===== src/rtl/spu_issue_queue.sv =====
// In-order issue queue for special-unit ops (traps, CP0 moves, ERET, TLB, CACHE).
// The head entry issues only when it is the oldest instruction in the ROB.
package spu_iq_pkg;
    typedef logic [5:0] reg_addr_t;

    typedef struct packed {
        logic [5:0]  opcode;
        logic [4:0]  rt;
        logic [4:0]  rd;
        logic [15:0] imm;
    } decoded_inst_t;

    typedef struct packed {
        decoded_inst_t inst;
        logic [31:0]   src1_value;
        logic [31:0]   src2_value;
        reg_addr_t     phy_dest;
        logic [3:0]    rob_entry_num;
    } issue_to_execute_bus_t;
endpackage

module spu_issue_queue
    import spu_iq_pkg::*;
#(
    parameter int DEPTH    = 4,
    parameter int WB_PORTS = 2
) (
    input  logic                       clk,
    input  logic                       reset,
    input  logic                       flush,
    input  logic                       dispatch_valid,
    input  decoded_inst_t              dispatch_inst,
    input  reg_addr_t                  dispatch_src1_tag,
    input  reg_addr_t                  dispatch_src2_tag,
    input  logic                       dispatch_src1_ready,
    input  logic                       dispatch_src2_ready,
    input  reg_addr_t                  dispatch_phy_dest,
    input  logic [3:0]                 dispatch_rob_entry_num,
    output logic                       spu_iq_allowin,
    input  logic [WB_PORTS-1:0]        wakeup_valid,
    input  reg_addr_t [WB_PORTS-1:0]   wakeup_tag,
    input  logic [3:0]                 rob_head_num,
    input  logic                       spu_allowin,
    output reg_addr_t                  prf_raddr1,
    output reg_addr_t                  prf_raddr2,
    input  logic [31:0]                prf_rdata1,
    input  logic [31:0]                prf_rdata2,
    output logic                       issue_to_spu_valid,
    output issue_to_execute_bus_t      issue_inst
);
    localparam int IW = $clog2(DEPTH);

    typedef logic [IW:0] ptr_t;

    typedef struct packed {
        decoded_inst_t inst;
        reg_addr_t     src1_tag;
        reg_addr_t     src2_tag;
        logic          src1_rdy;
        logic          src2_rdy;
        reg_addr_t     phy_dest;
        logic [3:0]    rob_entry_num;
        logic          valid;
    } entry_t;

    entry_t          q [DEPTH];
    ptr_t            head;
    ptr_t            tail;
    logic [IW-1:0]   head_idx;
    logic [IW-1:0]   tail_idx;
    logic            empty;
    logic            full;
    logic            head_ready;
    logic            enq;
    entry_t          new_e;

    function automatic logic tag_hit(input reg_addr_t tag);
        logic hit;
        hit = 1'b0;
        for (int p = 0; p < WB_PORTS; p++) begin
            if (wakeup_valid[p] && wakeup_tag[p] == tag) begin
                hit = 1'b1;
            end
        end
        return hit;
    endfunction

    assign head_idx = head[IW-1:0];
    assign tail_idx = tail[IW-1:0];
    assign empty    = (head == tail);
    assign full     = (head_idx == tail_idx) && (head[IW] != tail[IW]);

    assign spu_iq_allowin = !full;
    assign enq            = dispatch_valid && spu_iq_allowin && !flush;

    assign head_ready = !empty && q[head_idx].src1_rdy && q[head_idx].src2_rdy &&
                        (q[head_idx].rob_entry_num == rob_head_num);
    assign issue_to_spu_valid = head_ready && spu_allowin && !flush;

    // Popped and flushed slots are zeroed, so an empty queue presents all-zero head fields.
    assign prf_raddr1 = q[head_idx].src1_tag;
    assign prf_raddr2 = q[head_idx].src2_tag;

    always_comb begin
        issue_inst               = '0;
        issue_inst.inst          = q[head_idx].inst;
        issue_inst.src1_value    = prf_rdata1;
        issue_inst.src2_value    = prf_rdata2;
        issue_inst.phy_dest      = q[head_idx].phy_dest;
        issue_inst.rob_entry_num = q[head_idx].rob_entry_num;
    end

    // Writebacks in the dispatch cycle are folded in so the new entry never misses its wakeup.
    always_comb begin
        new_e               = '0;
        new_e.inst          = dispatch_inst;
        new_e.src1_tag      = dispatch_src1_tag;
        new_e.src2_tag      = dispatch_src2_tag;
        new_e.src1_rdy      = dispatch_src1_ready || tag_hit(dispatch_src1_tag);
        new_e.src2_rdy      = dispatch_src2_ready || tag_hit(dispatch_src2_tag);
        new_e.phy_dest      = dispatch_phy_dest;
        new_e.rob_entry_num = dispatch_rob_entry_num;
        new_e.valid         = 1'b1;
    end

    always_ff @(posedge clk) begin
        if (reset || flush) begin
            head <= '0;
            tail <= '0;
            for (int i = 0; i < DEPTH; i++) begin
                q[i] <= '0;
            end
        end else begin
            for (int i = 0; i < DEPTH; i++) begin
                if (q[i].valid) begin
                    if (tag_hit(q[i].src1_tag)) q[i].src1_rdy <= 1'b1;
                    if (tag_hit(q[i].src2_tag)) q[i].src2_rdy <= 1'b1;
                end
            end
            if (enq) begin
                q[tail_idx] <= new_e;
                tail        <= tail + ptr_t'(1);
            end
            // Enqueue and issue never target the same slot: that needs empty or full.
            if (issue_to_spu_valid) begin
                q[head_idx] <= '0;
                head        <= head + ptr_t'(1);
            end
        end
    end
endmodule


===== config.mk =====
export PLATFORM = sky130hd
export DESIGN_NAME = spu_issue_queue
export DESIGN_NICKNAME = d
export VERILOG_FILES = /design/src/rtl/spu_issue_queue.sv
export SDC_FILE = /design/constraint.sdc
export NUM_CORES = 1
export LEC_CHECK = 0
export ABC_AREA = 1
export ABC_CLOCK_PERIOD_IN_PS = 3750
export CAP_MARGIN = 20
export CORE_AREA = 8 8 178 180
export CTS_CLUSTER_DIAMETER = 60
export DETAILED_ROUTE_END_ITERATION = 12
export DIE_AREA = 0 0 186 188
export GPL_ROUTABILITY_DRIVEN = 0
export PLACE_DENSITY = 0.73
export SLEW_MARGIN = 20
export SYNTH_ARGS = -nofsm -noshare
export SYNTH_HDL_FRONTEND = slang
export SYNTH_SLANG_ARGS = --single-unit

===== constraint.sdc =====
create_clock -name clk -period 3.75 [get_ports clk]
set_input_delay 0.5625 -clock clk [delete_from_list [all_inputs] [get_ports clk]]
set_output_delay 0.5625 -clock clk [all_outputs]
set_load 0.02 [all_outputs]

==> results.md, run 1 <==
* Status: completed
* Hold Path Sink: tail[2]
* Fillers at 2898
* Slowest-stage cell, CP: clkdlybuf4s50_1
* Num ports at 263
* CTS resizes at 0
* Setup ws final at 0.258 ns
* GR Util met1 at 31.1%
* Layout area overhead at 13.4%
* Worst Skew at 0.0268 ns
* Die W at 186 um
* Bufs and invs on worst path at 3
* CTS Sinks at 236
* Mapped cell area at 14100 sq um
* PortBufs at 134
* Routed vias at 14600
* Lkg Pwr at 7.76 nW
* Antenna cells at 0
* Worst slew margin at 40.7%
* Most used cell along the critical path: nand2_1
* Total CTS buffers at 27
* Starting Density at 48.7%
* DP Worst Slack at 0.733 ns
* CP endpoint kind: output port
* Overflow after GRT at 0
* Routed WL per cell at 15.3 um
* Top cell type's share of synthesized area at 33.4%
* Period utilisation layout at 93.1%
* Max IR drop VDD at 0.277 mV
* Critical Path RT at 3.19 ns
* Flops & latches, synth at 236
* DRT iter0 DRCs at 1381
* Synth Net Count at 2623
* Vias/cell at 5.05
* CTS root buffer: clkbuf_16
* Number of global-route vias before repair at 13600
* Final WL at 44100 um
* HP Start: tail[2]
* First-pass GRT wire length at 70200 um
* Pwr Total at 5.68 mW
* GR Util All Layers at 24.6%
* Largest area contributor in the netlist: dfxtp_1
* Max FO, Critical Path at 100
* Yosys warns at 0
* Die ar. at 35000 sq um
* Worst hold path stage count at 2
* Met3 Use GR at 4.39%
* Cell family with most CP delay: buffers and inverters
* Final net count at 2626
* CTS clk-pin slew, worst paths at 0.06 ns
* Commonest non-fill, non-tap cell in the layout: nand2_1
* Slowest stage delay, CP at 0.60 ns
* Max Slew Vio Count at 0
* Post-CTS setup buffer count at 0
* Critical R2R Capture: q[3][49]
* Total of max-cap violations at 0
* Core Footprint at 29000 sq um
* Crit path time final at 3.49 ns
* Setup-failing EPs final at 0
* Syn avg cell area at 5.72 sq um
* Final Hold Viols at 0
* RSZ-0062 raised after global routing: no
* Number of cells on the worst reg-to-reg path at 11
* TritonCTS clock tree: yes
* Met2 usage at 40.5%
* Total negative slack at 0 ns
* Initial antenna violation count at 0
* Die H at 188 um
* Peak Freq at 286 MHz
* Detail Route Antenna Nets at 0
* Share of cells above drive strength 1 at 3.85%
* Critical path cell sequence: buf_12, nand2_1, nand3_1, nand2_1, nand2_1, nand2_1, nor2_2, nand3_1, inv_1, clkdlybuf4s50_1
* DR pass1 iterations at 6
* Mapped Cells at 2472
* Worst-Margin Slew at 0.887 ns
* Gr busiest metal: met2
* Kind of critical path: reg -> out
* Hold Path Class: reg -> reg
* Most frequent cells in the layout: nand2_1 (1015), inv_1 (357), nor2_1 (350)
* FP Rows at 63
* Worst-case clock buffer depth at 3
* Area contributors post-synth: dfxtp_1 (33%), nand2_1 (27%), nor2_1 (9.5%)
* Worst skew pair latency at 0.55 ns
* Hpwl dp at 27200 um
* Htree depth at 1
* Pwr per Cell Area at 354 nW/um^2
* Synth cell types at 27
* Maximum number of pins on one net before global-route repair at 101
* Hold_buf cts at 0
* Worst path arrival time at 2.93 ns
* DRC at 0
* R2r setup slk at 0.73 ns
* Critical path startpoint category: flip-flop
* Sequential-to-total area share from yosys stat at 33.4%
[logic make-up (layout without fill, tap and decap cells)]
kind of cell    after synthesis  count (layout)  share of synthesized area [%]
simple gates               1446            1446                           39.3
buf+inv                     555             576                           17.7
flops                       236             236                           33.4
compound gates              210             210                           7.87
xor+xnor                     17              17                           1.05
fa+ha+maj                     8               8                          0.708
[power breakdown]
group	switching [mW]	total (mW)	internal, mW	leakage (nW)
clock network	1.05	2.54	1.48	0.431
logic	0.355	0.573	0.218	5.42
registers	0.0261	2.57	2.54	1.91
[per-stage QoR]
stage	area (sq um)	cells	hold slack (ns)	util [%]
after floorplan	14100	2472	0.459	-
after global placement	15200	2836	0.473	52.3
after detailed placement	15200	2836	0.486	52.3
after CTS	16000	2883	0.494	55.3
after global routing	16000	2883	0.515	55.3
final	16000	2883	0.495	55.3
[registers in the layout, indices dropped and copies added (netlist names), named ones only]
signal	cells
tail	3
q	228
head	3
[worst max path at each step]
stage / start / endpoint / slack [ns] / cells after the start
after floorplan: flip-flop / issue_inst[74] / 1.66 / 6
after global placement: wakeup_tag[0] / q[2][11] / 0.75 / 11
after detailed placement: wakeup_tag[0] / q[2][11] / 0.73 / 11
after CTS: flip-flop / issue_to_spu_valid / 0.23 / 10
after global routing: flip-flop / issue_to_spu_valid / 0.11 / 10
final: flip-flop / issue_to_spu_valid / 0.26 / 10
[cell type report]
cell class | instances | area (sq um) | area share, %
Sequential cell | 236 | 4730 | 29.5
Inverter | 366 | 1380 | 8.58
Tap cell | 390 | 488 | 3.04
Clock inverter | 12 | 93.8 | 0.585
Clock buffer | 35 | 756 | 4.71
Multi-Input combinational cell | 1681 | 6990 | 43.6
Timing Repair Buffer | 163 | 1600 | 9.96
[metal layers]
metal  up-vias  share of wire (%)
li1       7240                  -
met1      6546                 42
met2       666                 46
met3       117                9.1
met4         0                3.4
met5         -                  0
[cell usage after synthesis, drive strengths merged]
| cell type | instances |
|---|---|
| nand2 | 1015 |
| nor2 | 365 |
| inv | 361 |
| dfxtp | 236 |
| buf | 136 |
| o21ai | 114 |
| clkbuf | 53 |
| a21oi | 49 |
| nand3 | 49 |
| o22ai | 45 |
| xor2 | 12 |
| ha | 8 |
| nor3 | 8 |
| nand4 | 7 |
| clkinv | 5 |
| xnor2 | 5 |
| a211oi | 1 |
| a22oi | 1 |
| nand3b | 1 |
| or2 | 1 |
[worst reg2reg max path, stage by stage, from the launching register on]
cell	delay [ns]
dfxtp_4	0.37
buf_12	0.38
nand2_1	0.15
nand3_1	0.17
nand2_1	0.13
nand2_1	0.08
nand2_1	0.06
nor2_2	0.17
nand4_2	0.31
nor2_4	0.68
buf_12	0.31
nor2_1	0.09
Note: power is estimated with default switching activity, not from simulation.
==> run 2: changes to the inputs <==
Settings changed: ABC_CLOCK_PERIOD_IN_PS 3750 to 4200.
Clock period 3.75 ns to 4.2 ns, I/O delays scaled along.
==> run 2 against run 1 <==
Effect of this change:
- global-route usage down 0.060 points
- routed wire length down 0.45%
- worst setup slack better by 0.21 ns
- clock skew down 0.015 ns
- sequential cell count unchanged
- power down 10%
- sequential power down 11%
- count of clock-buffer cells in the layout up 1
- first-iteration DRC count down 8.8%
- critical path depth down 5
- register-to-register slack better by 0.50 ns
==> results.md, run 2 (synthesis results as in run 1) <==
* Number of cells after detailed placement at 2827
* PortBufs at 134
* Worst path arrival time at 3.10 ns
* Pwr Total at 5.09 mW
* Pwr per Cell Area at 318 nW/um^2
* Post-CTS setup buffer count at 0
* Total CTS buffers at 28
* Cell family with most CP delay: buffers and inverters
* First-pass GRT wire length at 70100 um
* GR Util All Layers at 24.5%
* Total negative slack at 0 ns
* FP Rows at 63
* Routed vias at 14600
* Critical path cell sequence: buf_4, buf_4, o21ai_0, o22ai_1, clkdlybuf4s50_1
* Worst skew pair latency at 0.53 ns
* Seq. cell area at 4730 sq um
* Die ar. at 35000 sq um
* Most used cell along the critical path: buf_4
* Met2 usage at 41.0%
* Lkg Pwr at 7.73 nW
* Maximum number of pins on one net before global-route repair at 62
* Starting Density at 48.7%
* Hpwl dp at 27100 um
* Status: completed
* Bufs and invs on worst path at 3
* DRC at 0
* Kind of critical path: reg -> out
* Max Slew Vio Count at 0
* Most frequent cells in the layout: nand2_1 (1015), inv_1 (357), nor2_1 (350)
* Final net count at 2618
* Number of global-route vias before repair at 13700
* Slowest-stage cell, CP: clkdlybuf4s50_1
* CTS root buffer: clkbuf_16
* Max reg flops at 228
* Share of cells above drive strength 1 at 3.54%
* CTS resizes at 0
* Die H at 188 um
* Fillers at 2922
* Num ports at 263
* Layout area overhead at 13.2%
* Crit path time final at 3.73 ns
* Worst-case clock buffer depth at 3
* Worst-Margin Slew at 0.788 ns
* Final Hold Viols at 0
* Htree depth at 1
* Die W at 186 um
* Hold_buf cts at 0
* Worst Skew at 0.0113 ns
* Biggest regs: q x228, head x3, tail x3
* Gr busiest metal: met2
* Worst slew margin at 47.3%
* Max FO, Critical Path at 61
* Total of max-cap violations at 0
* RSZ-0062 raised after global routing: no
* Antenna cells at 0
* GR Util met1 at 30.8%
* Final WL at 43900 um
* Commonest non-fill, non-tap cell in the layout: nand2_1
* Critical Path RT at 3.57 ns
* Slowest stage delay, CP at 0.67 ns
* CTS clk-pin slew, worst paths at 0.06 ns
* Met3 Use GR at 3.91%
* TritonCTS clock tree: yes
* Initial antenna violation count at 0
* Max IR drop VDD at 0.386 mV
* Routed WL per cell at 15.3 um
* Overflow after GRT at 0
* CP endpoint kind: output port
* Hold Path Class: reg -> reg
* Setup-failing EPs final at 0
* R2r setup slk at 1.23 ns
* Critical path startpoint category: flip-flop
* DRT iter0 DRCs at 1260
* CTS Sinks at 236
* Area occupied by multi-input gates at 6990 sq um
* Vias/cell at 5.06
* Finished Layout Cells at 2876
* Core Footprint at 29000 sq um
* Detail Route Antenna Nets at 0
* DR pass1 iterations at 6
* Biggest register: q
* Peak Freq at 268 MHz
* Period utilisation layout at 88.8%
[run 2: through the flow]
| stage | hold slack (ns) | area, sq um | worst slack, ns | util, % |
|---|---|---|---|---|
| 2_1_floorplan | 0.459 | 14100 | 2.04 | - |
| 3_3_place_gp | 0.477 | 15100 | 1.09 | 52.2 |
| 3_5_place_dp | 0.482 | 15100 | 1.05 | 52.2 |
| 4_1_cts | 0.492 | 16000 | 0.514 | 55.2 |
| 5_1_grt | 0.524 | 16000 | 0.343 | 55.2 |
| 6_report | 0.493 | 16000 | 0.471 | 55.2 |
[run 2: area by class of cell]
cell class / instances / share of cell area [%]
Clock buffer: 36 / 4.89
Clock inverter: 13 / 0.500
Inverter: 366 / 8.59
Multi-Input combinational cell: 1681 / 43.7
Sequential cell: 236 / 29.6
Tap cell: 390 / 3.05
Timing Repair Buffer: 154 / 9.71
[run 2: power breakdown]
group          switching, mW  total (mW)  internal (mW)
clock                  0.969        2.28           1.31
sequential            0.0233        2.29           2.27
combinational          0.319       0.516          0.197
[run 2: path summary, 6_finish.rpt]
| path | depth (start not counted) | startpoint | to |
|---|---|---|---|
| max | 5 | flip-flop | issue_inst[92] |
| min | 2 | tail[2] | tail[2] |
| max reg2reg | 11 | flip-flop | q[0][11] |
| min reg2reg | 2 | tail[2] | tail[2] |
[run 2: layer usage]
metal / part of all wire [%] / up-vias
li1: - / 7225
met1: 41 / 6471
met2: 46 / 709
met3: 9.1 / 150
met4: 4.0 / 0
met5: 0 / -
[run 2: tightest hold or removal path, cell delays in order, from the launching register on]
cell and delay [ns]:
dfxtp_1 0.31, inv_1 0.08, a21oi_1 0.06
